===== src/rtl/teclado_urna.sv =====
// teclado_urna: 4x4 active-low matrix keypad front end for the ballot box.
// Scans one row at a time, debounces presses and releases, and turns each
// physical press into exactly one registered strobe (valid, valid+confirma,
// or corrige).
// Optional build macro TECLADO_BEEP_EN adds a 'beep' output that chirps on
// every accepted key.
module teclado_urna #(
  parameter int SCAN_DIV     = 4,
  parameter int DEBOUNCE_CNT = 3,
  parameter int PULSE_CYCLES = 2
`ifdef TECLADO_BEEP_EN
  ,
  parameter int BEEP_HALF    = 8
`endif
) (
  input  logic       clock,
  input  logic       reset,
  input  logic [3:0] col,
  output logic [3:0] row,
  output logic [3:0] digit,
  output logic       valid,
  output logic       confirma,
  output logic       corrige
`ifdef TECLADO_BEEP_EN
  ,
  output logic       beep
`endif
);

  localparam int DIV_W = (SCAN_DIV > 1) ? $clog2(SCAN_DIV) : 1;
  localparam int PUL_W = (PULSE_CYCLES > 1) ? $clog2(PULSE_CYCLES) : 1;
  localparam int CNT_W = $clog2(DEBOUNCE_CNT + 1);

  localparam logic [1:0] ST_SCAN     = 2'd0;
  localparam logic [1:0] ST_DEBOUNCE = 2'd1;
  localparam logic [1:0] ST_EMIT     = 2'd2;
  localparam logic [1:0] ST_WAIT_REL = 2'd3;

  logic [3:0]       sync1_q, sync1_d, sync2_q, sync2_d;
  logic [DIV_W-1:0] div_q, div_d;
  logic [1:0]       idx_q, idx_d;
  logic [1:0]       state_q, state_d;
  logic [1:0]       key_col_q, key_col_d;
  logic [CNT_W-1:0] deb_q, deb_d;
  logic [CNT_W-1:0] rel_q, rel_d;
  logic [PUL_W-1:0] pulse_q, pulse_d;
  logic [3:0]       digit_q, digit_d;
  logic             valid_q, valid_d;
  logic             confirma_q, confirma_d;
  logic             corrige_q, corrige_d;

  logic       tick;
  logic [3:0] sample;
  logic       hit;
  logic [1:0] hit_col;
  logic [3:0] key_pat;
  logic       key_is_corr;
  logic       key_is_conf;
  logic [3:0] key_code;

  assign tick    = (div_q == DIV_W'(SCAN_DIV - 1));
  assign sample  = sync2_q;
  assign row     = ~(4'b0001 << idx_q);
  assign key_pat = ~(4'b0001 << key_col_q);

  // The row index stays frozen while a key is latched, so it doubles as the key row
  assign key_is_corr = (idx_q == 2'd3) && (key_col_q == 2'd0);
  assign key_is_conf = (idx_q == 2'd3) && (key_col_q == 2'd2);
  assign key_code    = (idx_q == 2'd3) ? 4'd0
                     : ({2'b00, idx_q} * 4'd3) + {2'b00, key_col_q} + 4'd1;

  assign digit    = digit_q;
  assign valid    = valid_q;
  assign confirma = confirma_q;
  assign corrige  = corrige_q;

  // Accept only a single pressed column; column 3 (A-D) counts as no key
  always_comb begin
    hit     = 1'b1;
    hit_col = 2'd0;
    case (sample)
      4'b1110: hit_col = 2'd0;
      4'b1101: hit_col = 2'd1;
      4'b1011: hit_col = 2'd2;
      default: hit     = 1'b0;
    endcase
  end

  // Scan / debounce / emit / wait-for-release sequencing and strobe generation
  always_comb begin
    sync1_d    = col;
    sync2_d    = sync1_q;
    div_d      = tick ? '0 : div_q + DIV_W'(1);
    idx_d      = idx_q;
    state_d    = state_q;
    key_col_d  = key_col_q;
    deb_d      = deb_q;
    rel_d      = rel_q;
    pulse_d    = pulse_q;
    digit_d    = digit_q;
    valid_d    = valid_q;
    confirma_d = confirma_q;
    corrige_d  = corrige_q;
    case (state_q)
      ST_SCAN: begin
        if (tick) begin
          if (hit) begin
            key_col_d = hit_col;
            deb_d     = CNT_W'(1);
            state_d   = ST_DEBOUNCE;
          end else begin
            idx_d = idx_q + 2'd1;
          end
        end
      end
      ST_DEBOUNCE: begin
        if (deb_q == CNT_W'(DEBOUNCE_CNT)) begin
          state_d = ST_EMIT;
          pulse_d = '0;
          if (key_is_corr) begin
            corrige_d = 1'b1;
          end else if (key_is_conf) begin
            valid_d    = 1'b1;
            confirma_d = 1'b1;
          end else begin
            valid_d = 1'b1;
            digit_d = key_code;
          end
        end else if (tick) begin
          if (sample == key_pat) begin
            deb_d = deb_q + CNT_W'(1);
          end else begin
            state_d = ST_SCAN;
            idx_d   = idx_q + 2'd1;
          end
        end
      end
      ST_EMIT: begin
        if (pulse_q == PUL_W'(PULSE_CYCLES - 1)) begin
          state_d    = ST_WAIT_REL;
          pulse_d    = '0;
          rel_d      = '0;
          valid_d    = 1'b0;
          confirma_d = 1'b0;
          corrige_d  = 1'b0;
        end else begin
          pulse_d = pulse_q + PUL_W'(1);
        end
      end
      default: begin
        if (rel_q == CNT_W'(DEBOUNCE_CNT)) begin
          state_d = ST_SCAN;
          idx_d   = idx_q + 2'd1;
        end else if (tick) begin
          rel_d = (sample == 4'hF) ? rel_q + CNT_W'(1) : '0;
        end
      end
    endcase
  end

  // State registers with synchronous active-low reset
  always_ff @(posedge clock) begin
    if (!reset) begin
      sync1_q    <= 4'hF;
      sync2_q    <= 4'hF;
      div_q      <= '0;
      idx_q      <= 2'd0;
      state_q    <= ST_SCAN;
      key_col_q  <= 2'd0;
      deb_q      <= '0;
      rel_q      <= '0;
      pulse_q    <= '0;
      digit_q    <= 4'd0;
      valid_q    <= 1'b0;
      confirma_q <= 1'b0;
      corrige_q  <= 1'b0;
    end else begin
      sync1_q    <= sync1_d;
      sync2_q    <= sync2_d;
      div_q      <= div_d;
      idx_q      <= idx_d;
      state_q    <= state_d;
      key_col_q  <= key_col_d;
      deb_q      <= deb_d;
      rel_q      <= rel_d;
      pulse_q    <= pulse_d;
      digit_q    <= digit_d;
      valid_q    <= valid_d;
      confirma_q <= confirma_d;
      corrige_q  <= corrige_d;
    end
  end

`ifdef TECLADO_BEEP_EN
  localparam int BEEP_LEN = 16 * BEEP_HALF;
  localparam int BL_W     = $clog2(BEEP_LEN + 1);
  localparam int BH_W     = (BEEP_HALF > 1) ? $clog2(BEEP_HALF) : 1;

  logic            emit_start;
  logic            beep_q, beep_d;
  logic [BL_W-1:0] left_q, left_d;
  logic [BH_W-1:0] half_q, half_d;

  assign emit_start = (state_q == ST_DEBOUNCE) && (deb_q == CNT_W'(DEBOUNCE_CNT));
  assign beep       = beep_q;

  // Square-wave chirp that (re)starts on every accepted key, then falls silent
  always_comb begin
    beep_d = beep_q;
    left_d = left_q;
    half_d = half_q;
    if (emit_start) begin
      beep_d = 1'b1;
      left_d = BL_W'(BEEP_LEN - 1);
      half_d = '0;
    end else if (left_q != '0) begin
      left_d = left_q - BL_W'(1);
      if (half_q == BH_W'(BEEP_HALF - 1)) begin
        half_d = '0;
        beep_d = ~beep_q;
      end else begin
        half_d = half_q + BH_W'(1);
      end
    end else begin
      beep_d = 1'b0;
    end
  end

  // Beep registers, silenced by reset
  always_ff @(posedge clock) begin
    if (!reset) begin
      beep_q <= 1'b0;
      left_q <= '0;
      half_q <= '0;
    end else begin
      beep_q <= beep_d;
      left_q <= left_d;
      half_q <= half_d;
    end
  end
`endif

endmodule


===== config.mk =====
export PLATFORM = sky130hd
export DESIGN_NAME = teclado_urna
export DESIGN_NICKNAME = d
export VERILOG_FILES = /design/src/rtl/teclado_urna.sv
export SDC_FILE = /design/constraint.sdc
export NUM_CORES = 1
export LEC_CHECK = 0
export BUFFER_PORTS_ARGS = -buffer_cell sky130_fd_sc_hd__buf_2
export CAP_MARGIN = 30
export CORE_MARGIN = 3
export CORE_UTILIZATION = 60
export CTS_BUF_LIST = sky130_fd_sc_hd__clkbuf_4
export CTS_CLUSTER_SIZE = 28
export DETAILED_ROUTE_END_ITERATION = 6
export GPL_TIMING_DRIVEN = 1
export PLACE_DENSITY = 0.82
export SYNTH_ARGS = -nofsm -noshare
export SYNTH_HDL_FRONTEND = slang
export SYNTH_SLANG_ARGS = --single-unit

===== constraint.sdc =====
create_clock -name clock -period 3 [get_ports clock]
set_clock_uncertainty 0.1 [all_clocks]
set_input_delay 0.3 -clock clock [delete_from_list [all_inputs] [get_ports clock]]
set_output_delay 0.3 -clock clock [all_outputs]
set_load 0.03 [all_outputs]

==> results of run 1 <==
-- critical path: stages (launching register included) --
cell and delay, ps:
dfxtp_1 510, fa_1 520, fa_1 420, xor2_1 150
a22oi_1 150, nor2b_1 60
-- kinds of logic after synthesis --
| family | Yosys count | synth area share [%] |
|---|---|---|
| adder cells (fa/ha/maj) | 12 | 11.29 |
| AO/OA/AOI/OAI | 32 | 16.17 |
| AND/OR/NAND/NOR | 62 | 24.21 |
| flip-flops | 28 | 38.32 |
| XOR/XNOR | 2 | 1.198 |
| multiplexers | 5 | 3.422 |
| buffers and inverters | 17 | 5.389 |
-- state kept, by name, summed over array words and instances (netlist names) --
name / flops
sample: 4
digit: 4
deb_q: 2
key_col_q: 2
sync1_q: 4
rel_q: 2
state_q: 2
valid: 1
div_q: 2
corrige: 1
idx_q: 2
pulse_q: 1
confirma: 1
-- cells in the final DEF (no fill, tap or decap), types with 3 or more instances in the layout --
master	synthesis	routed
dfxtp_1	28	28
nand2_1	17	17
buf_2	3	16
nor2b_1	11	11
ha_1	10	10
inv_1	9	9
nand2b_1	8	8
a21oi_1	7	7
nand3b_1	6	6
mux2i_1	5	5
nor2_1	5	5
a22oi_1	4	4
o21ai_0	4	4
nand3_1	3	3
a21boi_0	3	3
clkbuf_4	0	3
-- layout make-up --
cell class | instances | area, sq um | area share (%)
clock buffers | 3 | 22.52 | 1.448
multi-input cells | 113 | 823.3 | 52.94
well taps | 28 | 35.03 | 2.253
repair buffers | 16 | 80.08 | 5.149
flip-flops and latches | 28 | 560.5 | 36.04
inverters | 9 | 33.78 | 2.172
-- synth_stat cells, drive strengths merged, types with 3 or more instances --
cell type and count:
nand3 3, buf 5, dfxtp 28, a211oi 3, clkbuf 3, mux2i 5
nand2 17, nand3b 6, a22oi 4, ha 10, o21ai 6, a21boi 3
nor2b 11, a21oi 8, inv 9, nor2 5, nand2b 8
-- power by group --
part           switching [uW]  total, uW  internal (uW)
sequential               8.71        391            382
combinational            30.8       56.2           25.4
clock                     101        149           47.2
-- final timing paths --
path / start / endpoint / slack (ps)
max: key_col_q[1] / digit[2] / 1000
min: col[3] / sync1_q[3] / 50
max reg2reg: key_col_q[1] / digit[2] / 1000
min reg2reg: sync1_q[3] / sample[3] / 320
-- through the flow --
| stage | instance area [sq um] | util, % | hold WS (ps) |
|---|---|---|---|
| finish | 1555 | 68.98 | 48.85 |
| global route | 1555 | 68.98 | 31.95 |
| CTS | 1555 | 68.98 | 40.83 |
| detailed placement | 1533 | 67.98 | 297.0 |
| global placement | 1533 | 67.98 | 290.0 |
| floorplan | 1463 | - | 273.0 |
-- per-layer routing --
layer | share of wire [%] | vias up | wire [um]
li1 | - | 569 | -
met1 | 49 | 489 | 1205
met2 | 44 | 34 | 1091
met3 | 6.2 | 5 | 154
met4 | 0.81 | 0 | 20
met5 | 0 | - | 0
==> results.json, run 1 <==
{
  "outcome": "completed",
  "synthDistinctLibCells": 43,
  "synth_nets": 176,
  "setup_ws_ps": 997.1,
  "finalNonFillerCells": 197,
  "cts_tree": "yes",
  "num_io_pins": 17,
  "grt_overflow": 0,
  "placed_cells": 194,
  "yosys.area.top_type": "dfxtp_1",
  "cts_setup_buffers": 0,
  "rsz0062_at_grt": "false",
  "n_fill_cell": 198,
  "ys_ff_latch": 28,
  "worstHoldPathType": "input pin to flop",
  "synth_edf_count": 0,
  "slew_violations": 0,
  "clockRootBuffer": "clkbuf_4",
  "die-height_um": 55.38,
  "finalCritPeriodShare_pct": 66.76,
  "crit_arrival_ps": 2140,
  "yosys_warnings": 0,
  "grt_usage_pct": 17.45,
  "fin_nets": 189,
  "dp_slack_ps": 995.3,
  "power_density_nw_per_um2": 382.9,
  "use_met3_pct": 5.140,
  "fin_crit_ps": 2003,
  "cts_htree_levels": 1,
  "clock_sinks": 28,
  "hold_depth": 2,
  "timing.fmax_ghz": 0.4993,
  "synthArstFlopShare_pct": 0,
  "wl_per_cell_um": 12.54,
  "globalplace.congestion": 0.8211,
  "hold_violations": 0,
  "cts_hold_buf": 0,
  "finalSetupViolations": 0,
  "gr-usage-met2_pct": 27.70,
  "synth_top_area_share_pct": 38.32,
  "ir_drop_mv": 0.3071,
  "wl_um": 2471,
  "start_util_pct": 64.87,
  "route.detailed.drc": 0,
  "vias": 1097,
  "dpl.hpwl_um": 1847,
  "grtUsageMet1_pct": 23.67,
  "synth-main-ff-cell": "dfxtp_1",
  "num_antenna_cells": 0,
  "grt_max_degree": 32,
  "start_kind": "flop",
  "r2r_cells": 5,
  "fp.dieW_um": 55.38,
  "p_leak_uw": 0.0006591,
  "num_rows": 17,
  "drv_cap": 0,
  "antenna_left": 0,
  "critical_path.endpoint_type": "flop",
  "cp.required_ps": 3140,
  "grt_pass1_wl_um": 4436,
  "cts_buffers": 3,
  "antenna_found_initial": 0,
  "worstSetupPathType": "flop to flop",
  "die_area_sq_um": 3066,
  "final.setup.tns_ps": 0,
  "critPathMaxFanout": 8,
  "yosysSeqAreaShare_pct": 38.32,
  "port_buffers": 16,
  "grt-busiest-layer": "met2",
  "cts_repair_resize_count": 0,
  "avgSynthCellArea_sq_um": 9.257,
  "clock_latency_ps": 330,
  "clockBufferDepth": 2,
  "drt_iter0_drc": 26,
  "netlist_area_sq_um": 1463,
  "layout-drive-gt1-share_pct": 15.38,
  "clkTransAtPathRegs_ps": 140,
  "slew_headroom_pct": 68.03,
  "grt_pass1_vias": 995,
  "synth.area.top_cells": "dfxtp_1, ha_1, nor2b_1, nand2_1, mux2i_1",
  "postSynthCellCount": 158,
  "firstDrtPassIters": 4,
  "via_per_inst": 5.569,
  "tightest_slew_ps": 479.5,
  "syn2layout_area_growth_pct": 6.330,
  "core_area_sq_um": 2255,
  "total_power_uw": 595.5
}
Power figures use the tool's default switching activity.
==> run 2: changes to the inputs <==
- CORE_UTILIZATION: 60 -> 54
- PLACE_DENSITY: 0.82 -> 0.78
- clock period: 3 -> 1.6 ns (I/O delays scaled with it)
==> run 2 against run 1 <==
The run now ends with setup timing left. Hold slack better by 86 ps. Wire length up 26%. First-iteration DRC count down 54%. Total power up 100%. Register-to-register slack worse by 1200 ps. Setup slack worse by 1200 ps.
==> results.json, run 2 (synthesized netlist as in run 1, its figures left out) <==
{
  "outcome": "finished, violations left",
  "failed_checks": "setup timing",
  "start_util_pct": 57.99,
  "num_rows": 18,
  "route.detailed.drc": 0,
  "syn2layout_area_growth_pct": 28.31,
  "grt_max_degree": 32,
  "final.setup.tns_ps": -867.1,
  "num_antenna_cells": 0,
  "drt_iter0_drc": 12,
  "worstHoldPathType": "input pin to flop",
  "antenna_found_initial": 0,
  "timing.fmax_ghz": 0.5478,
  "ff2ff_setup_slack_ps": -230,
  "antenna_left": 0,
  "grt_pass1_wl_um": 5188,
  "wl_um": 3124,
  "p_leak_uw": 0.0007904,
  "start_kind": "flop",
  "final_area_sq_um": 1877,
  "fp.dieW_um": 58.05,
  "reg2reg_to": "digit[2]",
  "slew_headroom_pct": 67.44,
  "crit_arrival_ps": 1960,
  "cts_htree_levels": 1,
  "postPlaceCellArea_sq_um": 1662,
  "reg2reg_from": "idx_q[1]",
  "final_common_cell": "dfxtp_1",
  "critical_path.endpoint_type": "flop",
  "cts_tree": "yes",
  "finalSetupViolations": 8,
  "ir_drop_mv": 0.6491,
  "r2r_cells": 5,
  "slew_violations": 0,
  "hold_depth": 2,
  "num_io_pins": 17,
  "drv_cap": 0,
  "wl_per_cell_um": 14.01,
  "clockRootBuffer": "clkbuf_4",
  "total_power_uw": 1190,
  "port_buffers": 16,
  "rsz0062_at_grt": "true",
  "grt_pass1_vias": 1231,
  "fin_crit_ps": 1825,
  "layout_common_cells": "dfxtp_1, buf_4, nand2_1, buf_2, nor2b_1",
  "critPathMaxFanout": 2,
  "dpl.hpwl_um": 2153,
  "clock_sinks": 28,
  "worstSetupPathType": "flop to flop",
  "layout-drive-gt1-share_pct": 36.27,
  "via_per_inst": 5.444,
  "clockBufferDepth": 2,
  "setup_ws_ps": -225.4,
  "hold_violations": 0,
  "finalCritPeriodShare_pct": 114.1,
  "clkTransAtPathRegs_ps": 140,
  "die_area_sq_um": 3369,
  "vias": 1214,
  "cp.required_ps": 1740,
  "firstDrtPassIters": 4,
  "grt_overflow": 0,
  "power_density_nw_per_um2": 634.2,
  "globalplace.congestion": 0.7700,
  "hold_path_end": "sample[0]",
  "die-height_um": 58.05,
  "cts_buffers": 3,
  "core_area_sq_um": 2522,
  "tightest_slew_ps": 488.4,
  "clock_latency_ps": 330,
  "fin_nets": 212,
  "min_from": "reset",
  "grt_usage_pct": 19.96
}
run 2: changes by cell type in the layout (fill, tap and decap cells not counted), sizes merged:
cell / change
buf: +18
dlygate4sd3: +4
clkinv: +1
clkbuf: +1
run 2: worst max path at each step:
stage	depth (start not counted)	startpoint	end	slack, ps
after floorplan	5	idx_q[1]	digit[2]	-140
after global placement	5	idx_q[1]	digit[2]	-130
after detailed placement	5	idx_q[1]	digit[2]	-200
after CTS	5	idx_q[1]	digit[2]	-220
after global routing	5	idx_q[1]	digit[2]	-290
final	5	idx_q[1]	digit[2]	-230
run 2: final cells by class:
type,count,area [sq um]
multi-input combinational,113,908.4
fill,194,645.6
clock buffer,3,22.52
tap,30,37.54
inverter,9,33.78
clock inverter,1,3.754
timing repair buffer,39,291.5
sequential,28,579.3
run 2: routing by layer:
metal | GRT usage (%) | up-vias | part of all wire, %
li1 | - | 611 | -
met1 | 23.89 | 574 | 43
met2 | 34.19 | 21 | 52
met3 | 3.786 | 8 | 2.6
met4 | 9.603 | 0 | 2.7
met5 | 0 | - | 0
run 2: through the flow:
step	cells	worst slack (ps)	hold WS [ps]	util, %
after CTS	221	-218.7	132.5	71.13
after detailed placement	212	-195.8	245.8	65.87
after floorplan	158	-140.1	133.0	-
after global routing	223	-290.4	152.1	74.40
after global placement	212	-133.6	239.3	65.87
final	223	-225.4	134.7	74.40
run 2: worst max-delay path: stages (launching register included):
cell     delay (ps)
dfxtp_2         360
fa_1            520
fa_2            360
xor2_1          150
a22oi_1         170
nor2b_1          70
run 2: what timing repair did:
action	in CTS	in global routing
pin swaps	6	4
hold endpoints to repair	4	0
endpoints found under the setup margin	12	17
resized for setup	19	20
setup buffers	1	2
hold buffers	4	0
run 2: where the power goes:
group	internal (uW)	total, uW	switching (uW)
Sequential	714	723	9.88
Combinational	87.3	171	84.0
Clock	91.7	295	204
Total	893	1190	298
==> run 3: changes to the inputs <==
- PLACE_DENSITY: 0.78 -> not set
- PLACE_DENSITY_LB_ADDON: not set -> 0.2
==> run 3 against run 2 <==
Critical path type unchanged. Non-clock buffer count rose by 1. Register-to-register slack improved by 70 ps. The flow still finishes with violations (setup timing). Wire length rose by 2.2%. Sequential share of layout area fell by 0.81 points. Global-route usage fell by 0.35 points. Critical path depth fell by 1. Critical endpoint is now digit[1]. Clock power fell by 2%. Final cell count rose by 0.45%.
==> results.json, run 3 (synthesized netlist as in run 1, its figures left out) <==
{
  "placed_cells": 214,
  "ir_drop_mv": 0.6756,
  "cts_htree_levels": 1,
  "cts_tree": "yes",
  "setup_ws_ps": -158.8,
  "grt_pass1_vias": 1228,
  "reg2reg_to": "digit[1]",
  "grtUsageMet1_pct": 21.98,
  "num_rows": 18,
  "worstSetupPathType": "flop to flop",
  "n_fill_cell": 167,
  "fp.dieW_um": 58.05,
  "wl_per_cell_um": 14.25,
  "globalplace.congestion": 0.7878,
  "pwr-share-comb_pct": 15.7,
  "cts_buffers": 3,
  "hold_violations": 0,
  "cp.required_ps": 1740,
  "timing.fmax_ghz": 0.5686,
  "gr-usage-met2_pct": 37.26,
  "antenna_left": 0,
  "fin_nets": 213,
  "start_util_pct": 57.99,
  "critical_path.slowest_cell": "fa_1",
  "p_sw_uw": 301.7,
  "seq_area_sq_um": 578.1,
  "ff2ff_setup_slack_ps": -160,
  "layout-drive-gt1-share_pct": 37.63,
  "wl_um": 3193,
  "critical_path.endpoint_type": "flop",
  "hold_path_end": "sync1_q[2]",
  "die-height_um": 58.05,
  "crit_arrival_ps": 1900,
  "die_area_sq_um": 3369,
  "p_leak_uw": 0.0007988,
  "total_power_uw": 1204,
  "antenna_found_initial": 0,
  "clockRootBuffer": "clkbuf_4",
  "r2r_cells": 4,
  "grt_usage_pct": 19.61,
  "p_sw_share_pct": 25.06,
  "firstDrtPassIters": 5,
  "slew_headroom_pct": 66.91,
  "reg2reg_from": "idx_q[1]",
  "route.detailed.drc": 0,
  "num_io_pins": 17,
  "clockBufferDepth": 2,
  "rsz0062_at_grt": "true",
  "timing.hold.ws_ps": 158.9,
  "min_from": "reset",
  "internal_power_uw": 902.2,
  "fin_crit_ps": 1759,
  "drv_cap": 0,
  "critPathMaxFanout": 2,
  "clock_latency_ps": 330,
  "finalSetupViolations": 8,
  "core_area_sq_um": 2522,
  "power_frac_seq_pct": 60.2,
  "num_antenna_cells": 0,
  "slew_violations": 0,
  "clock_sinks": 28,
  "crit_path_max_incr_delay_ps": 580,
  "port_buffers": 16,
  "postPlaceCellArea_sq_um": 1677,
  "path_cells": "fa_1, fa_2, a22oi_2, nor2b_1",
  "worstHoldPathType": "input pin to flop",
  "power_density_nw_per_um2": 626.0,
  "grt_overflow": 0,
  "clock_power_share_pct": 24.1,
  "grt_max_degree": 32,
  "finalCritPeriodShare_pct": 109.9,
  "use_met3_pct": 2.673,
  "layout_common_cells": "dfxtp_1, buf_4, nand2_1, buf_2, nor2b_1",
  "drt_iter0_drc": 51,
  "final_core_util_pct": 76.24,
  "outcome": "finished, violations left",
  "vias": 1234,
  "grt-busiest-layer": "met2",
  "tightest_slew_ps": 496.4,
  "hold_depth": 2,
  "dpl.hpwl_um": 2139,
  "clkTransAtPathRegs_ps": 140,
  "final_area_sq_um": 1923,
  "multi_input_area_sq_um": 948.4,
  "grt_pass1_wl_um": 5216,
  "finalNonFillerCells": 224,
  "via_per_inst": 5.509,
  "start_kind": "flop",
  "failed_checks": "setup timing",
  "syn2layout_area_growth_pct": 31.48
}
run 3: cell types whose count changed in the layout (fill, tap and decap cells not counted), moves of 2 or more:
cell     change
dfxtp_2      +2
o21ai_1      -2
nand2_1      -2
a21oi_1      +2
o21ai_2      +2
a21oi_2      -3
nand2_2      +2
run 3: power by group through the flow:
stage               sequential [uW]  combinational (uW)  clock (uW)
floorplan                       741                91.7           0
global placement                741                 132           0
detailed placement              742                 140           0
CTS                             723                 167         309
global route                    727                 203         337
finish                          725                 189         290
run 3: worst max-delay path by stage:
stage                             from        to  cells after the start
after floorplan               idx_q[1]  digit[2]                      5
after global placement        idx_q[1]  digit[2]                      5
after detailed placement      idx_q[1]  digit[3]                      6
after CTS                 key_col_q[1]  digit[1]                      4
after global routing          idx_q[1]  digit[2]                      5
final                         idx_q[1]  digit[1]                      4
run 3: layer usage:
metal | part of all wire (%) | vias to the layer above
met3 | 3.0 | 8
met2 | 53 | 26
li1 | - | 613
met4 | 2.0 | 0
met1 | 42 | 587
met5 | 0 | -
run 3: worst max-delay path, delay by kind of cell, from the launching register on:
family,cells,cell delay [ps]
flip-flops,1,360
adder cells (fa/ha/maj),2,1040
AO/OA/AOI/OAI,1,130
AND/OR/NAND/NOR,1,60
run 3: cell type report:
type / count / area share [%]
clock buffer: 3 / 1.171
multi-input combinational: 113 / 49.32
sequential: 28 / 30.06
clock inverter: 1 / 0.1952
timing repair buffer: 40 / 15.55
inverter: 9 / 1.757
tap: 30 / 1.952
run 3: through the flow:
step           setup WS [ps]  setup TNS, ps
2_1_floorplan         -140.1         -386.4
3_3_place_gp          -132.1         -510.5
3_5_place_dp          -198.4         -743.3
4_1_cts               -183.8         -778.1
5_1_grt               -246.1          -1507
6_report              -158.8         -757.0
run 3: repair_timing:
| action | 4_1_cts | 5_1_grt |
|---|---|---|
| pin swaps | 7 | 6 |
| buffers inserted | 1 | 1 |
| resized for setup | 17 | 29 |
| hold buffers | 4 | 0 |
| setup endpoints to repair | 11 | 15 |
| endpoints found under the hold margin | 4 | 0 |
